==> src/rtl/shift_var.sv <==
`default_nettype none
// ============================================================================
// Module   : shift_var
// Brief    : Variable-length complex sample delay line built on a circular
//            buffer; delay (1..DEPTH_MAX accepted samples) is captured on
//            rst/flush. Optional macro SHIFT_ZERO_FILL_EN zeroes the data
//            outputs while do_valid is low.
// Revision : 1.0 - initial release
// ============================================================================
module shift_var #(
    parameter int DEPTH_MAX = 16,
    parameter int WIDTH     = 9,
    parameter int LEN_W     = $clog2(DEPTH_MAX) + 1
) (
    input  logic             clk,
    input  logic             rst,
    input  logic             di_en,
    input  logic [WIDTH-1:0] di_re,
    input  logic [WIDTH-1:0] di_im,
    input  logic [LEN_W-1:0] len,
    input  logic             flush,
    output logic [WIDTH-1:0] do_re,
    output logic [WIDTH-1:0] do_im,
    output logic             do_valid,
    output logic             len_err
);

    localparam int              c_PTR_W = $clog2(DEPTH_MAX);
    localparam logic [LEN_W-1:0] c_DEPTH = LEN_W'(DEPTH_MAX);

    logic [WIDTH-1:0]   r_mem_re [DEPTH_MAX];
    logic [WIDTH-1:0]   r_mem_im [DEPTH_MAX];
    logic [c_PTR_W-1:0] r_wr_ptr;
    logic [LEN_W-1:0]   r_count;
    logic [LEN_W-1:0]   r_len_q;
    logic               r_len_err;
    logic [WIDTH-1:0]   r_do_re;
    logic [WIDTH-1:0]   r_do_im;
    logic               r_do_valid;

    logic               w_accept;
    logic               w_len_bad;
    logic [LEN_W-1:0]   w_count_nxt;
    logic               w_valid_nxt;
    logic [LEN_W-1:0]   w_back;
    logic [c_PTR_W-1:0] w_rd_ptr;
    logic [WIDTH-1:0]   w_rd_re;
    logic [WIDTH-1:0]   w_rd_im;
    logic [WIDTH-1:0]   w_out_re;
    logic [WIDTH-1:0]   w_out_im;

    assign w_accept    = di_en & ~flush & ~rst;
    assign w_len_bad   = (len == '0) || (len > c_DEPTH);
    assign w_count_nxt = (r_count == c_DEPTH) ? r_count : r_count + 1'b1;
    assign w_valid_nxt = (w_count_nxt >= r_len_q);

    // The tap sits len_q-1 entries behind the write slot; a delay of one
    // bypasses the buffer since that sample is only written on this edge.
    assign w_back   = r_len_q - 1'b1;
    assign w_rd_ptr = r_wr_ptr - c_PTR_W'(w_back);
    assign w_rd_re  = (w_back == '0) ? di_re : r_mem_re[w_rd_ptr];
    assign w_rd_im  = (w_back == '0) ? di_im : r_mem_im[w_rd_ptr];

`ifdef SHIFT_ZERO_FILL_EN
    assign w_out_re = w_valid_nxt ? w_rd_re : '0;
    assign w_out_im = w_valid_nxt ? w_rd_im : '0;
`else
    assign w_out_re = w_rd_re;
    assign w_out_im = w_rd_im;
`endif

    // Buffer storage is deliberately left unreset; count gating keeps stale
    // entries from ever being flagged valid.
    always_ff @(posedge clk) begin
        if (w_accept) begin
            r_mem_re[r_wr_ptr] <= di_re;
            r_mem_im[r_wr_ptr] <= di_im;
        end
    end

    always_ff @(posedge clk) begin
        if (rst || flush) begin
            r_wr_ptr   <= '0;
            r_count    <= '0;
            r_do_re    <= '0;
            r_do_im    <= '0;
            r_do_valid <= 1'b0;
            r_len_q    <= w_len_bad ? c_DEPTH : len;
            r_len_err  <= w_len_bad;
        end else if (di_en) begin
            r_wr_ptr   <= r_wr_ptr + 1'b1;
            r_count    <= w_count_nxt;
            r_do_re    <= w_out_re;
            r_do_im    <= w_out_im;
            r_do_valid <= w_valid_nxt;
        end
    end

    assign do_re    = r_do_re;
    assign do_im    = r_do_im;
    assign do_valid = r_do_valid;
    assign len_err  = r_len_err;

endmodule
`default_nettype wire

==> config.mk <==
export PLATFORM = sky130hd
export DESIGN_NAME = shift_var
export DESIGN_NICKNAME = d
export VERILOG_FILES = /design/src/rtl/shift_var.sv
export SDC_FILE = /design/constraint.sdc
export NUM_CORES = 1
export LEC_CHECK = 0
export BUFFER_PORTS_ARGS = -buffer_cell sky130_fd_sc_hd__buf_4
export CELL_PAD_IN_SITES_DETAIL_PLACEMENT = 1
export CELL_PAD_IN_SITES_GLOBAL_PLACEMENT = 2
export CORE_ASPECT_RATIO = 1.4
export CORE_MARGIN = 5
export CORE_UTILIZATION = 40
export DETAILED_ROUTE_END_ITERATION = 7
export PLACE_DENSITY = 0.8
export SLEW_MARGIN = 10
export SYNTH_ARGS = -nofsm -noshare
export SYNTH_HDL_FRONTEND = slang
export SYNTH_SLANG_ARGS = --single-unit
export TNS_END_PERCENT = 100
==> constraint.sdc <==
create_clock -name clk -period 3.5 [get_ports clk]
set_input_delay 0.7 -clock clk [delete_from_list [all_inputs] [get_ports clk]]
set_output_delay 0.7 -clock clk [all_outputs]
set_load 0.005 [all_outputs]
==> results of run 1 <==
==> cell usage after synthesis (all sizes together) <==
master         count  area, um2
a211oi            18      185.2
a21o               3      22.52
a21oi             21      146.4
a22oi              1      7.510
and2              16      100.1
and2b              1      8.760
and4               1      10.01
buf               23      215.2
clkbuf             8      81.33
clkdlybuf4s50      1      11.26
dfxtp             28      560.5
dlymetal6s2s       1      12.51
edfxtp           294       8828
fa                 1      20.02
ha                16      200.2
inv               12      45.04
mux2i             39      390.4
mux4              72       1685
nand2              4      15.01
nand2b             1      6.260
nand3             21      160.2
nand4              3      18.77
nor2              30      112.6
nor2b              5      31.28
nor3               3      37.53
nor3b              2      15.01
nor4               1      6.260
nor4bb             1      10.01
o21a               1      7.510
o21ai             41      250.2
o21bai             1      7.510
or2                2      12.52
xnor2              9      78.83
xor2               7      80.08
==> cell usage in the layout (no fill, tap or decap), drive strengths merged, types with 18 or more instances in the layout <==
| cell type | instances |
|---|---|
| edfxtp | 294 |
| buf | 79 |
| mux4 | 72 |
| o21ai | 41 |
| mux2i | 39 |
| clkbuf | 38 |
| nor2 | 30 |
| dfxtp | 28 |
| a21oi | 21 |
| nand3 | 21 |
| a211oi | 18 |
==> report_power, final <==
| group | switching (mW) | internal [mW] |
|---|---|---|
| Combinational | 0.727 | 0.630 |
| Sequential | 0.0263 | 4.22 |
| Clock | 1.42 | 2.02 |
==> critical path, cell delays in order (launching register included) <==
cell	delay, ns
edfxtp_1	0.48
inv_1	0.13
ha_1	0.32
inv_1	0.06
fa_4	0.80
buf_12	0.28
mux4_2	0.35
mux2i_1	0.16
o21ai_0	0.13
a21oi_1	0.18
a211oi_1	0.06
==> layer usage <==
metal	vias to the layer above	track usage	wire length (um)
met5	-	0	0
met4	0	0.04537	691
met3	45	0.02600	1769
met2	216	0.3052	16500
met1	3596	0.2276	12690
li1	2937	-	-
==> stage by stage <==
stage	setup slack, ns	total power, mW	std cells
after floorplan	0.7916	5.342	688
after global placement	0.4475	5.698	1179
after detailed placement	0.4097	5.717	1179
after CTS	0.3769	9.161	1235
after global routing	0.2429	9.414	1235
final	0.3917	9.047	1235
==> final cells by class <==
class / instances / area, um2
fill: 3115 / 17780
sequential: 322 / 9389
multi-input combinational: 321 / 3646
clock buffer: 38 / 852.1
timing repair buffer: 79 / 643.1
tap: 445 / 556.8
clock inverter: 18 / 203.9
inverter: 12 / 45.04
==> cells by family (layout without fill, tap and decap cells) <==
| logic type | count (synthesis) | count (layout) |
|---|---|---|
| flip-flops | 322 | 322 |
| AND/OR/NAND/NOR | 91 | 91 |
| adder cells (fa/ha/maj) | 17 | 17 |
| XOR/XNOR | 16 | 16 |
| multiplexers | 111 | 111 |
| buffers and inverters | 45 | 147 |
| AO/OA/AOI/OAI | 86 | 86 |
==> path summary, 6_finish.rpt <==
| path | from | end | slack (ns) | cells past startpoint |
|---|---|---|---|---|
| max | r_len_q[0]$_SDFFCE_PP0P_ | do_im[0]$_SDFFE_PP0P_ | 0.39 | 10 |
| min | len[2] | r_len_q[2]$_SDFFCE_PP0P_ | 0.44 | 2 |
| max reg2reg | r_len_q[0]$_SDFFCE_PP0P_ | do_im[0]$_SDFFE_PP0P_ | 0.39 | 10 |
| min reg2reg | do_valid$_SDFFE_PP0P_ | do_valid$_SDFFE_PP0P_ | 0.56 | 2 |
==> state kept, by name (all words and copies together), names as in the netlist <==
name	cells
r_count	5
len_err	1
r_mem_re	144
do_re	9
r_mem_im	144
r_len_q	5
r_wr_ptr	4
do_valid	1
do_im	9
==> results.yml, run 1 <==
sta:
  relSlewSlack: 0.4991
  whs_ns: 0.4385
  period_minus_slack_ns: 3.108
  finalSetupViolCount: 0
  final_max_slew_viol_count: 0
  setup_tns_ns: 0
  tightest_slew_ns: 0.7514
  fmax_mhz: 321.7
  rsz0062_at_grt: "no"
  finalCritPeriodShare: 0.8881
  worst_clock_skew_ns: 0.01679
  timing_hold_violations_final: 0
drt:
  dr_total_vias: 6794
  routed_via_density: 5.501
  drc: 0
  ant_nets: 0
  wirelength_mm: 31.65
  wire_per_inst_um: 25.63
  drtIter0Drc: 481
  first_pass_iters: 4
placement:
  portBuffers: 46
  place.detailed.hpwl_mm: 18.36
  place.gp.congestion: 0.7130
  place_area_um2: 14280
synth:
  synth_mux_area_frac: 0.1551
  syn_inst: 688
  postSynthRegisterBits: 322
  synthesis.area_um2: 13380
  synth_adder_area_share: 0.01646
  syn_nets: 732
  synth-simple-area-share: 0.04068
  synth_xor_area_frac: 0.01188
  synth.distinct_cells: 50
  avgSynthCellArea_um2: 19.45
  synth-compound-area-share: 0.04685
  yosysSeqAreaShare: 0.7017
  synth_top_family_by_area: "multiplexers"
  ys_warn_count: 0
pwr:
  ir_worst_vdd_uv: 361.3
  leakage_nw: 5.124
  p_per_area_nw_per_um2: 590.0
global_routing:
  grt_max_degree: 44
  antenna_found_initial: 0
  grt_usage: 0.1742
  overflow: 0
  grt_pass1_wl_mm: 47.89
  grt_pass1_vias: 7476
floorplanning:
  coreArea_um2: 33110
  die_x_um: 164.6
  io_pins: 47
  initial_core_util: 0.4041
  chipHeight_um: 226.4
  dieArea_um2: 37260
  std_cell_rows: 79
setup_path:
  worstPathArrival_ns: 3.52
  cp_max_fo: 43
  required_ns: 3.91
  critPathKind: "reg -> reg"
  end_kind: "flip-flop"
  start_kind: "flip-flop"
clock_tree:
  cts_buffer_depth: 3
  ctsRootBufferMaster: "clkbuf_16"
  ctsResizeCount: 0
  clk_pin_slew_ns: 0.07
  post-cts-setup-buffer-count: 0
  cts_tree: "built"
  clkLatencyLatePin_ns: 0.56
  cts-buffers-inserted: 30
  cts.sinks: 322
  cts_hold_buf: 0
  cts_max_level: 1
flow_run:
  maxCapViolCount: 0
final_layout:
  syn_to_final_growth_pct: 14.62
  drive_gt1_frac: 0.3025
  nets: 810
  antennaDiodeCount: 0
  fin_util: 0.4631
  final_cell_area_um2: 15340
worst_hold_path:
  hp-class: "in -> reg"
status:
  outcome: "completed"
Power figures use the tool's default switching activity.
==> run 2: changes to the inputs <==
BUFFER_PORTS_ARGS = default   (was -buffer_cell sky130_fd_sc_hd__buf_4)
DONT_BUFFER_PORTS = 1   (was default)
GPL_ROUTABILITY_DRIVEN = 0   (was default)
PLACE_DENSITY = 0.78   (was 0.8)
SKIP_CTS_REPAIR_TIMING = 1   (was default)
==> results.yml, run 2 (synthesis results as in run 1) <==
status:
  outcome: "completed"
final_layout:
  top_regs: "r_mem_im: 144 flops, r_mem_re: 144 flops"
  drive_gt1_frac: 0.2524
  antennaDiodeCount: 0
  nFillCells: 3108
  instances_no_fill: 1182
  nets: 759
  final_cell_area_um2: 14950
  final_cell_mix: "edfxtp_1 (294), mux4_2 (55), mux2i_1 (39)"
  fin_util: 0.4514
  syn_to_final_growth_pct: 11.71
  final_common_cell: "edfxtp_1"
global_routing:
  overflow: 0
  antenna_found_initial: 0
  grt_max_degree: 73
  grt_pass1_vias: 7209
  grt_pass1_wl_mm: 47.73
  grt_usage: 0.1738
sta:
  layout_setup_ws_ns: 0.3490
  tightest_slew_ns: 0.7438
  whs_ns: 0.2279
  final_max_slew_viol_count: 0
  setup_tns_ns: 0
  finalCritPeriodShare: 0.9003
  fmax_mhz: 317.4
  rsz0062_at_grt: "no"
  timing_hold_violations_final: 0
  finalSetupViolCount: 0
  relSlewSlack: 0.5042
  worst_clock_skew_ns: 0.007788
  period_minus_slack_ns: 3.151
clock_tree:
  cts-buffers-inserted: 29
  cts_buffer_depth: 3
  ctsRootBufferMaster: "clkbuf_16"
  cts.sinks: 322
  clk_pin_slew_ns: 0.07
  cts_max_level: 1
  clkLatencyLatePin_ns: 0.56
  cts_tree: "built"
pwr:
  ir_worst_vdd_uv: 311.1
  leakage_nw: 4.872
  p_per_area_nw_per_um2: 598.1
  finalPower_mw: 8.940
placement:
  place.detailed.hpwl_mm: 19.39
  portBuffers: 0
  place_area_um2: 13920
  dp_cells: 1129
  pre_cts_ws_ns: 0.3398
drt:
  first_pass_iters: 4
  drc: 0
  dr_total_vias: 6537
  drtIter0Drc: 508
  routed_via_density: 5.530
  wirelength_mm: 31.67
  wire_per_inst_um: 26.79
  ant_nets: 0
setup_path:
  critPathMaxStageDelay_ns: 0.55
  crit_slowest_cell: "fa_2"
  critPathKind: "reg -> reg"
  cp_max_fo: 72
  required_ns: 3.95
  end_kind: "flip-flop"
  crit_family: "adder cells"
  path_cells: "inv_1 > ha_1 > inv_1 > fa_2 > buf_12 > mux4_2 > mux2i_1 > o21ai_0 > a21oi_1 > a211oi_1"
  worst-path-buf-inv: 3
  worstPathArrival_ns: 3.60
  start_kind: "flip-flop"
  crit_top_cell: "inv_1"
floorplanning:
  io_pins: 47
  die_x_um: 164.6
  std_cell_rows: 79
  dieArea_um2: 37260
  chipHeight_um: 226.4
  coreArea_um2: 33110
  initial_core_util: 0.4041
worst_hold_path:
  hp-class: "in -> reg"
flow_run:
  maxCapViolCount: 0
[run 2: cell type report]
type / count / area (um2) / share of cell area
inverter: 12 / 45.04 / 0.003014
clock buffer: 30 / 729.5 / 0.04880
tap: 445 / 556.8 / 0.03725
clock inverter: 23 / 292.8 / 0.01959
timing repair buffer: 29 / 292.8 / 0.01959
multi-input combinational: 321 / 3641 / 0.2436
sequential: 322 / 9389 / 0.6282
[run 2: path summary, 6_finish.rpt]
check | startpoint | to | slack [ns] | depth (start not counted)
max | r_len_q[0]$_SDFFCE_PP0P_ | do_re[8]$_SDFFE_PP0P_ | 0.35 | 10
min | di_en | do_valid$_SDFFE_PP0P_ | 0.23 | 1
max reg2reg | r_len_q[0]$_SDFFCE_PP0P_ | do_re[8]$_SDFFE_PP0P_ | 0.35 | 10
min reg2reg | r_count[4]$_SDFFE_PP0P_ | r_count[4]$_SDFFE_PP0P_ | 0.57 | 2
[run 2: report_power, final]
group | total [mW] | internal (mW) | switching, mW
sequential | 4.26 | 4.23 | 0.0373
clock | 3.45 | 2.03 | 1.41
combinational | 1.23 | 0.578 | 0.653
total | 8.94 | 6.84 | 2.10
[run 2: metal layers]
metal	track usage	vias to the layer above	wire (um)	share of wire
li1	-	2830	-	-
met1	0.2182	3458	12300	0.39
met2	0.3068	207	16620	0.52
met3	0.03673	42	2114	0.067
met4	0.04430	0	630	0.020
met5	0	-	0	0
[run 2: worst reg2reg max path: cells and delay by family, from the launching register on]
family / cells / cell delay, ns
buffers and inverters: 3 / 0.56
DFF: 1 / 0.47
muxes: 2 / 0.73
AOI/OAI and AO/OA: 3 / 0.40
adders and majority gates: 2 / 0.89
==> run 3: changes to the inputs <==
CTS_BUF_LIST = sky130_fd_sc_hd__clkbuf_8   (was default)
==> results.yml, run 3 (synthesis results as in run 1) <==
status:
  outcome: "completed"
setup_path:
  cp_max_fo: 72
  critPathKind: "reg -> reg"
  worstPathArrival_ns: 3.58
  start_kind: "flip-flop"
  required_ns: 3.97
  end_kind: "flip-flop"
sta:
  final_max_slew_viol_count: 0
  relSlewSlack: 0.4753
  setup_tns_ns: 0
  finalSetupViolCount: 0
  timing_hold_violations_final: 0
  tightest_slew_ns: 0.7870
  period_minus_slack_ns: 3.110
  whs_ns: 0.2111
  fmax_mhz: 321.5
  layout_setup_ws_ns: 0.3898
  worst_clock_skew_ns: 0.009164
  rsz0062_at_grt: "no"
  finalCritPeriodShare: 0.8886
drt:
  drtIter0Drc: 473
  drc: 0
  wire_per_inst_um: 25.95
  routed_via_density: 5.471
  first_pass_iters: 4
  wirelength_mm: 31.71
  ant_nets: 0
  dr_total_vias: 6686
pwr:
  leakage_nw: 4.942
  finalPower_mw: 8.770
  p_sw_mw: 2.155
  p_per_area_nw_per_um2: 585.7
  p_sw_frac: 0.2457
  seq_power_share: 0.487
  power.internal_mw: 6.615
  combinationalPowerShare: 0.141
  ir_worst_vdd_uv: 276.3
  clkPwrFrac: 0.373
placement:
  dp_cells: 1129
  place.detailed.hpwl_mm: 19.39
  place_area_um2: 13920
  pre_cts_ws_ns: 0.3398
  portBuffers: 0
clock_tree:
  ctsRootBufferMaster: "clkbuf_8"
  cts_tree: "built"
  cts.sinks: 322
  clkLatencyLatePin_ns: 0.58
  cts_buffer_depth: 3
  cts_max_level: 2
  clk_pin_slew_ns: 0.06
  cts-buffers-inserted: 50
floorplanning:
  io_pins: 47
  coreArea_um2: 33110
  std_cell_rows: 79
  chipHeight_um: 226.4
  dieArea_um2: 37260
  die_x_um: 164.6
  initial_core_util: 0.4041
final_layout:
  final_cell_area_um2: 14970
  instances_no_fill: 1222
  antennaDiodeCount: 0
  fin_util: 0.4522
  top_regs: "r_mem_im: 144 flops, r_mem_re: 144 flops"
  final_cell_mix: "edfxtp_1 (294), clkbuf_8 (58), mux4_2 (55)"
  final_common_cell: "edfxtp_1"
  nets: 780
  syn_to_final_growth_pct: 11.91
  drive_gt1_frac: 0.2664
global_routing:
  grt_max_degree: 73
  antenna_found_initial: 0
  grt_pass1_vias: 7472
  overflow: 0
  grt_usage: 0.1746
  grt_pass1_wl_mm: 47.79
flow_run:
  maxCapViolCount: 0
worst_hold_path:
  hp-class: "in -> reg"
-- run 3: changes by cell type in the layout (fill, tap and decap cells not counted), sizes merged --
cell      delta
clkinvlp     +2
clkbuf      +28
bufinv       -3
inv         +13
-- run 3: worst paths after layout --
path,from,to,slack [ns],cells after the start
setup / recovery,r_len_q[0]$_SDFFCE_PP0P_,do_re[8]$_SDFFE_PP0P_,0.39,10
hold / removal,di_en,do_valid$_SDFFE_PP0P_,0.21,1
setup reg to reg,r_len_q[0]$_SDFFCE_PP0P_,do_re[8]$_SDFFE_PP0P_,0.39,10
hold reg to reg,do_valid$_SDFFE_PP0P_,do_valid$_SDFFE_PP0P_,0.57,2
-- run 3: power by group through the flow --
stage               clock network (mW)  logic, mW  registers (mW)
CTS                               3.36       1.26            4.27
floorplan                            0       1.01            4.33
finish                            3.27       1.23            4.27
global placement                     0       1.21            4.35
global route                      3.55       1.32            4.27
detailed placement                   0       1.25            4.35
-- run 3: per-layer routing --
metal,track usage,routed length (um),share of wire,vias up
met4,0.05342,813,0.026,0
li1,-,-,-,2886
met3,0.04746,2257,0.071,54
met5,0,0,0,-
met1,0.2082,12190,0.38,3511
met2,0.3080,16450,0.52,235
-- run 3: area by class of cell --
class                   instances  area [um2]
well taps                     445       556.8
repair buffers                 29       292.8
flip-flops and latches        322        9389
clock inverters                35       251.5
clock buffers                  58       798.3
multi-input cells             321        3641
inverters                      12       45.04
fillers                      3134       18140
-- run 3: critical path, stage by stage (launching register included) --
cell and delay (ns):
edfxtp_1 0.47, inv_1 0.13, ha_1 0.34, inv_1 0.06, fa_2 0.55, buf_12 0.35, mux4_2 0.38, mux2i_1 0.27
o21ai_0 0.15, a21oi_1 0.18, a211oi_1 0.06
